<file path="config.mk">
export PLATFORM = sky130hd
export DESIGN_NAME = uart_cmd_master
export DESIGN_NICKNAME = d
export VERILOG_FILES = /design/src/rtl/uart_cmd_pkg.sv /design/src/rtl/uart_cmd_frame_mux.sv /design/src/rtl/uart_cmd_master.sv
export SDC_FILE = /design/constraint.sdc
export NUM_CORES = 1
export LEC_CHECK = 0
export BUFFER_PORTS_ARGS = -buffer_cell sky130_fd_sc_hd__buf_4
export CAP_MARGIN = 20
export CORE_ASPECT_RATIO = 0.6
export CORE_MARGIN = 4
export CORE_UTILIZATION = 35
export DETAILED_ROUTE_END_ITERATION = 8
export PLACE_DENSITY = 0.61
export SYNTH_ARGS = -nofsm -noshare
export SYNTH_HDL_FRONTEND = slang
export SYNTH_HIERARCHICAL = 1
export SYNTH_SLANG_ARGS = --single-unit
</file>
<file path="constraint.sdc">
create_clock -name CLK -period 3.7 [get_ports CLK]
set_input_delay 1.11 -clock CLK [delete_from_list [all_inputs] [get_ports CLK]]
set_output_delay 1.11 -clock CLK [all_outputs]
set_load 0.01 [all_outputs]
</file>
<file path="src/rtl/uart_cmd_pkg.sv">
// Shared definitions for the UART command master: frame opcodes, command
// encodings, FSM states and per-command frame/reply sizes.
package uart_cmd_pkg;

  localparam logic [7:0] CMD_WR      = 8'hAA;
  localparam logic [7:0] CMD_RD      = 8'hBB;
  localparam logic [7:0] CMD_ALU_OP  = 8'hCC;
  localparam logic [7:0] CMD_ALU_NOP = 8'hDD;

  typedef enum logic [1:0] {
    CT_WR      = 2'd0,
    CT_RD      = 2'd1,
    CT_ALU_OP  = 2'd2,
    CT_ALU_NOP = 2'd3
  } cmd_type_e;

  typedef enum logic [1:0] {
    ST_IDLE     = 2'd0,
    ST_SEND     = 2'd1,
    ST_WAIT_RSP = 2'd2,
    ST_DONE     = 2'd3
  } state_e;

  localparam logic [2:0] FRAME_LEN_WR      = 3'd3;
  localparam logic [2:0] FRAME_LEN_RD      = 3'd2;
  localparam logic [2:0] FRAME_LEN_ALU_OP  = 3'd4;
  localparam logic [2:0] FRAME_LEN_ALU_NOP = 3'd2;

  localparam logic [1:0] REPLY_CNT_WR  = 2'd0;
  localparam logic [1:0] REPLY_CNT_RD  = 2'd1;
  localparam logic [1:0] REPLY_CNT_ALU = 2'd2;

  function automatic logic [2:0] frame_len(input cmd_type_e t);
    case (t)
      CT_WR:     return FRAME_LEN_WR;
      CT_RD:     return FRAME_LEN_RD;
      CT_ALU_OP: return FRAME_LEN_ALU_OP;
      default:   return FRAME_LEN_ALU_NOP;
    endcase
  endfunction

  function automatic logic [1:0] reply_cnt(input cmd_type_e t);
    case (t)
      CT_WR:   return REPLY_CNT_WR;
      CT_RD:   return REPLY_CNT_RD;
      default: return REPLY_CNT_ALU;
    endcase
  endfunction

endpackage

</file>
<file path="src/rtl/uart_cmd_frame_mux.sv">
// Combinational frame builder: selects the outgoing byte for a command at a
// given byte index and flags the final byte of the frame.
module uart_cmd_frame_mux
  import uart_cmd_pkg::*;
(
  input  logic [1:0] cmd_type,
  input  logic [3:0] addr,
  input  logic [7:0] wdata,
  input  logic [7:0] op_a,
  input  logic [7:0] op_b,
  input  logic [3:0] fun,
  input  logic [1:0] idx,
  output logic [7:0] byte_data,
  output logic       last_byte
);

  cmd_type_e t;

  always_comb begin
    t         = cmd_type_e'(cmd_type);
    byte_data = 8'h00;
    last_byte = ({1'b0, idx} == (frame_len(t) - 3'd1));
    case (t)
      CT_WR: begin
        case (idx)
          2'd0:    byte_data = CMD_WR;
          2'd1:    byte_data = {4'b0, addr};
          default: byte_data = wdata;
        endcase
      end
      CT_RD: begin
        byte_data = (idx == 2'd0) ? CMD_RD : {4'b0, addr};
      end
      CT_ALU_OP: begin
        case (idx)
          2'd0:    byte_data = CMD_ALU_OP;
          2'd1:    byte_data = op_a;
          2'd2:    byte_data = op_b;
          default: byte_data = {4'b0, fun};
        endcase
      end
      default: begin
        byte_data = (idx == 2'd0) ? CMD_ALU_NOP : {4'b0, fun};
      end
    endcase
  end

endmodule

</file>
<file path="src/rtl/uart_cmd_master.sv">
// Host-side UART command initiator: serialises one command into a byte frame,
// then gathers the reply bytes (with timeout) into a single response word.
module uart_cmd_master
  import uart_cmd_pkg::*;
#(
  parameter int                   TIMEOUT_W      = 16,
  parameter logic [TIMEOUT_W-1:0] TIMEOUT_CYCLES = 16'd50000
) (
  input  logic        CLK,
  input  logic        RST,
  input  logic        cmd_valid,
  output logic        cmd_ready,
  input  logic [1:0]  cmd_type,
  input  logic [3:0]  cmd_addr,
  input  logic [7:0]  cmd_wdata,
  input  logic [7:0]  cmd_op_a,
  input  logic [7:0]  cmd_op_b,
  input  logic [3:0]  cmd_alu_fun,
  output logic [7:0]  tx_data,
  output logic        tx_valid,
  input  logic        tx_ready,
  input  logic [7:0]  rx_data,
  input  logic        rx_valid,
  output logic        rsp_valid,
  output logic [15:0] rsp_data,
  output logic        rsp_timeout,
  output logic        busy
);

  localparam logic [TIMEOUT_W-1:0] TO_LAST = TIMEOUT_CYCLES - 1'b1;

  state_e                state;
  cmd_type_e             c_type;
  logic [3:0]            c_addr;
  logic [7:0]            c_wdata;
  logic [7:0]            c_op_a;
  logic [7:0]            c_op_b;
  logic [3:0]            c_fun;
  logic [1:0]            byte_idx;
  logic                  tx_last;
  logic [1:0]            rx_cnt;
  logic [7:0]            rx_b0;
  logic [7:0]            rx_b1;
  logic [TIMEOUT_W-1:0]  to_cnt;

  logic [1:0] m_type;
  logic [3:0] m_addr;
  logic [7:0] m_wdata;
  logic [7:0] m_op_a;
  logic [7:0] m_op_b;
  logic [3:0] m_fun;
  logic [1:0] m_idx;
  logic [7:0] m_byte;
  logic       m_last;
  logic [7:0] nb0;
  logic [7:0] nb1;
  logic       rx_last;

  function automatic logic [15:0] assemble(input cmd_type_e t, input logic [7:0] b0,
                                           input logic [7:0] b1);
    case (t)
      CT_RD:                return {8'h00, b0};
      CT_ALU_OP, CT_ALU_NOP: return {b1, b0};
      default:              return 16'h0000;
    endcase
  endfunction

  // In IDLE the mux looks at the live request so byte 0 can be registered at
  // acceptance; afterwards it pre-computes the byte following the current one.
  always_comb begin
    if (state == ST_IDLE) begin
      m_type  = cmd_type;
      m_addr  = cmd_addr;
      m_wdata = cmd_wdata;
      m_op_a  = cmd_op_a;
      m_op_b  = cmd_op_b;
      m_fun   = cmd_alu_fun;
      m_idx   = 2'd0;
    end else begin
      m_type  = c_type;
      m_addr  = c_addr;
      m_wdata = c_wdata;
      m_op_a  = c_op_a;
      m_op_b  = c_op_b;
      m_fun   = c_fun;
      m_idx   = byte_idx + 2'd1;
    end
  end

  uart_cmd_frame_mux u_frame_mux (
    .cmd_type  (m_type),
    .addr      (m_addr),
    .wdata     (m_wdata),
    .op_a      (m_op_a),
    .op_b      (m_op_b),
    .fun       (m_fun),
    .idx       (m_idx),
    .byte_data (m_byte),
    .last_byte (m_last)
  );

  always_comb begin
    nb0     = (rx_valid && rx_cnt == 2'd0) ? rx_data : rx_b0;
    nb1     = (rx_valid && rx_cnt == 2'd1) ? rx_data : rx_b1;
    rx_last = ((rx_cnt + 2'd1) == reply_cnt(c_type));
  end

  always_ff @(posedge CLK) begin
    if (RST) begin
      state       <= ST_IDLE;
      cmd_ready   <= 1'b1;
      busy        <= 1'b0;
      tx_valid    <= 1'b0;
      tx_data     <= 8'h00;
      tx_last     <= 1'b0;
      rsp_valid   <= 1'b0;
      rsp_data    <= 16'h0000;
      rsp_timeout <= 1'b0;
      byte_idx    <= 2'd0;
      rx_cnt      <= 2'd0;
      to_cnt      <= '0;
      rx_b0       <= 8'h00;
      rx_b1       <= 8'h00;
      c_type      <= CT_WR;
      c_addr      <= 4'h0;
      c_wdata     <= 8'h00;
      c_op_a      <= 8'h00;
      c_op_b      <= 8'h00;
      c_fun       <= 4'h0;
    end else begin
      rsp_valid <= 1'b0;
      case (state)
        ST_IDLE: begin
          if (cmd_valid && cmd_ready) begin
            c_type      <= cmd_type_e'(cmd_type);
            c_addr      <= cmd_addr;
            c_wdata     <= cmd_wdata;
            c_op_a      <= cmd_op_a;
            c_op_b      <= cmd_op_b;
            c_fun       <= cmd_alu_fun;
            byte_idx    <= 2'd0;
            rx_cnt      <= 2'd0;
            rx_b0       <= 8'h00;
            rx_b1       <= 8'h00;
            to_cnt      <= '0;
            tx_data     <= m_byte;
            tx_last     <= m_last;
            tx_valid    <= 1'b1;
            cmd_ready   <= 1'b0;
            busy        <= 1'b1;
            rsp_timeout <= 1'b0;
            state       <= ST_SEND;
          end
        end
        ST_SEND: begin
          if (tx_valid && tx_ready) begin
            if (tx_last) begin
              tx_valid <= 1'b0;
              to_cnt   <= '0;
              if (reply_cnt(c_type) == 2'd0) begin
                rsp_valid   <= 1'b1;
                rsp_data    <= 16'h0000;
                rsp_timeout <= 1'b0;
                state       <= ST_DONE;
              end else begin
                state <= ST_WAIT_RSP;
              end
            end else begin
              byte_idx <= byte_idx + 2'd1;
              tx_data  <= m_byte;
              tx_last  <= m_last;
            end
          end
        end
        ST_WAIT_RSP: begin
          // A byte arriving on the timeout cycle takes priority over the abort.
          if (rx_valid) begin
            rx_b0  <= nb0;
            rx_b1  <= nb1;
            rx_cnt <= rx_cnt + 2'd1;
            to_cnt <= '0;
            if (rx_last) begin
              rsp_valid   <= 1'b1;
              rsp_data    <= assemble(c_type, nb0, nb1);
              rsp_timeout <= 1'b0;
              state       <= ST_DONE;
            end
          end else if (to_cnt == TO_LAST) begin
            rsp_valid   <= 1'b1;
            rsp_data    <= assemble(c_type, nb0, nb1);
            rsp_timeout <= 1'b1;
            state       <= ST_DONE;
          end else begin
            to_cnt <= to_cnt + 1'b1;
          end
        end
        ST_DONE: begin
          state     <= ST_IDLE;
          cmd_ready <= 1'b1;
          busy      <= 1'b0;
        end
        default: state <= ST_IDLE;
      endcase
    end
  end

endmodule

</file>
==> metrics.csv <==
metric;value;unit
First DRT Iteration DRCs;347;
Boundary Pins;76;
PostCTS Resize Cnt;0;
Adder-Cell Fraction of Synth Area;1.628;%
max_slew headroom;30.08;%
Cell Rows;34;
TritonCTS Buffers;9;
global-route wire length before repair;23.50;mm
Max Fanout on Critical Path;16;
initial antenna violation count;0;
Starting Density;36.44;%
largest net degree at the start of global routing;51;
routed via count;4729;
RSZ-0062 raised after global routing;false;
FF-to-FF path depth;10;
area delta synth->final;18.47;%
Num Clock Sinks;102;
Post-Syn Area;0.005379;mm^2
Chip Height;104.0;um
Synth Area in XOR/XNOR;1.954;%
fin crit share;77.73;%
most frequent cells in the layout;nand2_1 (129), dfxtp_1 (102), buf_4 (85);
TritonRoute pass-1 iters;4;
Setup Viol. Count Final;0;
final wirelength;14.36;mm
PD cells;689.6;mW/mm^2
Mapped Nets;702;
status;finished, final reports clean;
Final Hold Violating Endpoints;0;
Post-synth EDFFs;0;
Sw Ratio;39.65;%
Vias/cell;5.208;
# fillers;1466;
number of remaining DRC errors;0;
Tmin final;2876;ps
# placed instances;892;
Required @ worst endpoint;3920;ps
hold depth;2;
combinational family with the most area after synthesis;simple AND/OR/NAND/NOR gates;
Fmax;347.7;MHz
Worst-path clk slew;70;ps
CP Capture Type;flip-flop;
Setup Buffers After CTS;0;
CTS tree;yes;
GR Layer Usage met3;4.823;%
worst-skew pair later-pin latency;350;ps
Final Skew;12.88;ps
ys async rst share;0;%
cts hold-fix bufs;0;
Post-Synth Simple-Gate Area;22.80;%
hold crit path type;flip-flop to flip-flop;
Final Wtd Congestion;0.8394;
grt met1 use;24.22;%
most common cell after layout, fill and taps aside;nand2_1;
full die area;0.01748;mm^2
Max-cap violations;0;
compound-cell area share of the yosys netlist;15.26;%
Combinational Power Share;46.5;%
ys flop type;dfxtp_1;
crit path launch type;flip-flop;
VDD IR-drop max;0.3312;mV
P_leak;2.440;nW
CP Class;flip-flop to flip-flop;
Root Buffer;clkbuf_16;
Nets;759;
mux contribution to synthesized area;15.54;%
Min Hold Slack;454.9;ps
Seq pwr share;30.6;%
Setup TNS;0;ps
met2 Usage GRT;23.05;%
final worst setup slack;823.9;ps
GRT busiest layer;met1;
CTS Buffer Depth;2;
HPWL after DPL;10.51;mm
cell internal pwr;0.002652;W
Final Util;43.17;%
Post-DRT Antenna Nets;0;
Avg Cell Area, Syn;8.301;um^2
post-synthesis sequential area ratio;37.96;%
H-tree Lvls;3;
number of global-route vias before repair;4532;
Worst Max-Slew Pin Slew;1045;ps
GRT overflow;0;
port bufs;75;
Arr. time, crit path;3090;ps
fin. max-slew vios;0;
Die W;168.0;um
Sw Pwr;0.001742;W
count of state elements after synthesis;102;
layout cells sized above 1;21.83;%
YS warnings;6;
area of the core;0.01476;mm^2
Synth Instances;648;
distinct cell type count after synthesis;62;
dpl ws;870.0;ps
Tot GR Track Use;16.20;%
Layout Cells excl Fill;908;
# diodes;0;
Clock power frac;22.9;%
routed wire length per instance;15.81;um
cell type report:
cell class / instances / area (um^2) / area share [%]
clock buffer: 10 / 239.0 / 3.750
timing repair buffer: 85 / 638.1 / 10.01
multi-input combinational: 493 / 3078 / 48.30
sequential: 102 / 2042 / 32.04
clock inverter: 6 / 75.07 / 1.178
tap: 198 / 247.7 / 3.888
inverter: 14 / 52.55 / 0.8247
power by group through the flow:
| stage | logic (W) | clock network [W] | registers, W |
|---|---|---|---|
| 2_1_floorplan | 0.00157 | 0 | 0.00136 |
| 3_3_place_gp | 0.00199 | 0 | 0.00136 |
| 3_5_place_dp | 0.00202 | 0 | 0.00137 |
| 4_1_cts | 0.00203 | 0.00103 | 0.00135 |
| 5_1_grt | 0.00221 | 0.00108 | 0.00137 |
| 6_report | 0.00204 | 0.00101 | 0.00134 |
final timing paths:
| kind | end | slack, ps | from |
|---|---|---|---|
| max | tx_data[1] | 820 | state[0] |
| min | c_wdata[7] | 450 | c_wdata[7] |
| max reg2reg | tx_data[1] | 820 | state[0] |
| min reg2reg | c_wdata[7] | 450 | c_wdata[7] |
routing by layer:
metal | vias to the layer above | routed length, um
met5 | - | 0
met4 | 0 | 95
met3 | 8 | 861
met2 | 114 | 5998
met1 | 2251 | 7401
li1 | 2356 | -
per-stage QoR:
step	power [W]	cell area (um^2)
after global routing	0.004661	6372
final	0.004394	6372
after CTS	0.004408	6372
after global placement	0.003350	6058
after detailed placement	0.003393	6058
after floorplan	0.002932	5379
state kept, by name (all words and copies together), names as in the netlist, 4 cells and up:
signal and cells:
c_wdata 8, c_op_a 8, tx_data 8, c_op_b 8
rx_b0 8, rx_b1 8, c_addr 4, to_cnt 16
rsp_data 16, c_fun 4
critical path, stage by stage (launching register included):
cell and delay [ps]:
dfxtp_1 360, inv_1 100, ha_2 320, nor2_1 830
buf_4 290, a21o_1 200, a21oi_1 80, o21ai_1 200
o21ai_1 160, mux2i_1 150, nor2_1 60
cells by family (layout without fill, tap and decap cells):
| family | after synthesis | in the layout |
|---|---|---|
| adders and majority gates | 7 | 7 |
| AOI/OAI and AO/OA | 130 | 130 |
| and+or+nand+nor | 265 | 265 |
| buffers and inverters | 53 | 115 |
| DFF | 102 | 102 |
| xor gates and xnor gates | 12 | 12 |
| muxes | 79 | 79 |
cells in the mapped netlist, types with 2 or more instances:
cell | instances | area, um^2
nand3_1 | 28 | 140.1
o211ai_1 | 2 | 15.01
o22ai_1 | 7 | 43.79
mux2_2 | 36 | 405.4
nor2b_1 | 8 | 50.05
clkbuf_1 | 24 | 90.09
buf_4 | 3 | 22.52
a21o_1 | 3 | 22.52
and3_1 | 5 | 31.28
nand3b_1 | 3 | 22.52
nor3_1 | 2 | 10.01
and4_1 | 2 | 17.52
dfxtp_1 | 102 | 2042
xor2_1 | 11 | 96.34
a31oi_1 | 3 | 18.77
inv_1 | 12 | 45.04
a211oi_1 | 2 | 15.01
nand2_1 | 129 | 484.2
nor3b_1 | 2 | 15.01
ha_1 | 7 | 87.58
o21ai_0 | 16 | 80.08
mux2i_1 | 43 | 430.4
nor2_1 | 51 | 191.4
a21oi_1 | 75 | 375.4
a211oi_2 | 2 | 25.02
nand2b_1 | 15 | 93.84
o32a_1 | 2 | 20.02
o21ai_1 | 3 | 15.01
o31ai_1 | 2 | 15.01
a221oi_2 | 2 | 30.03
buf_6 | 4 | 45.04
buf_2 | 5 | 25.02
nand4_1 | 5 | 31.28
or3_1 | 4 | 25.02
Note: power is estimated with default switching activity, not from simulation.
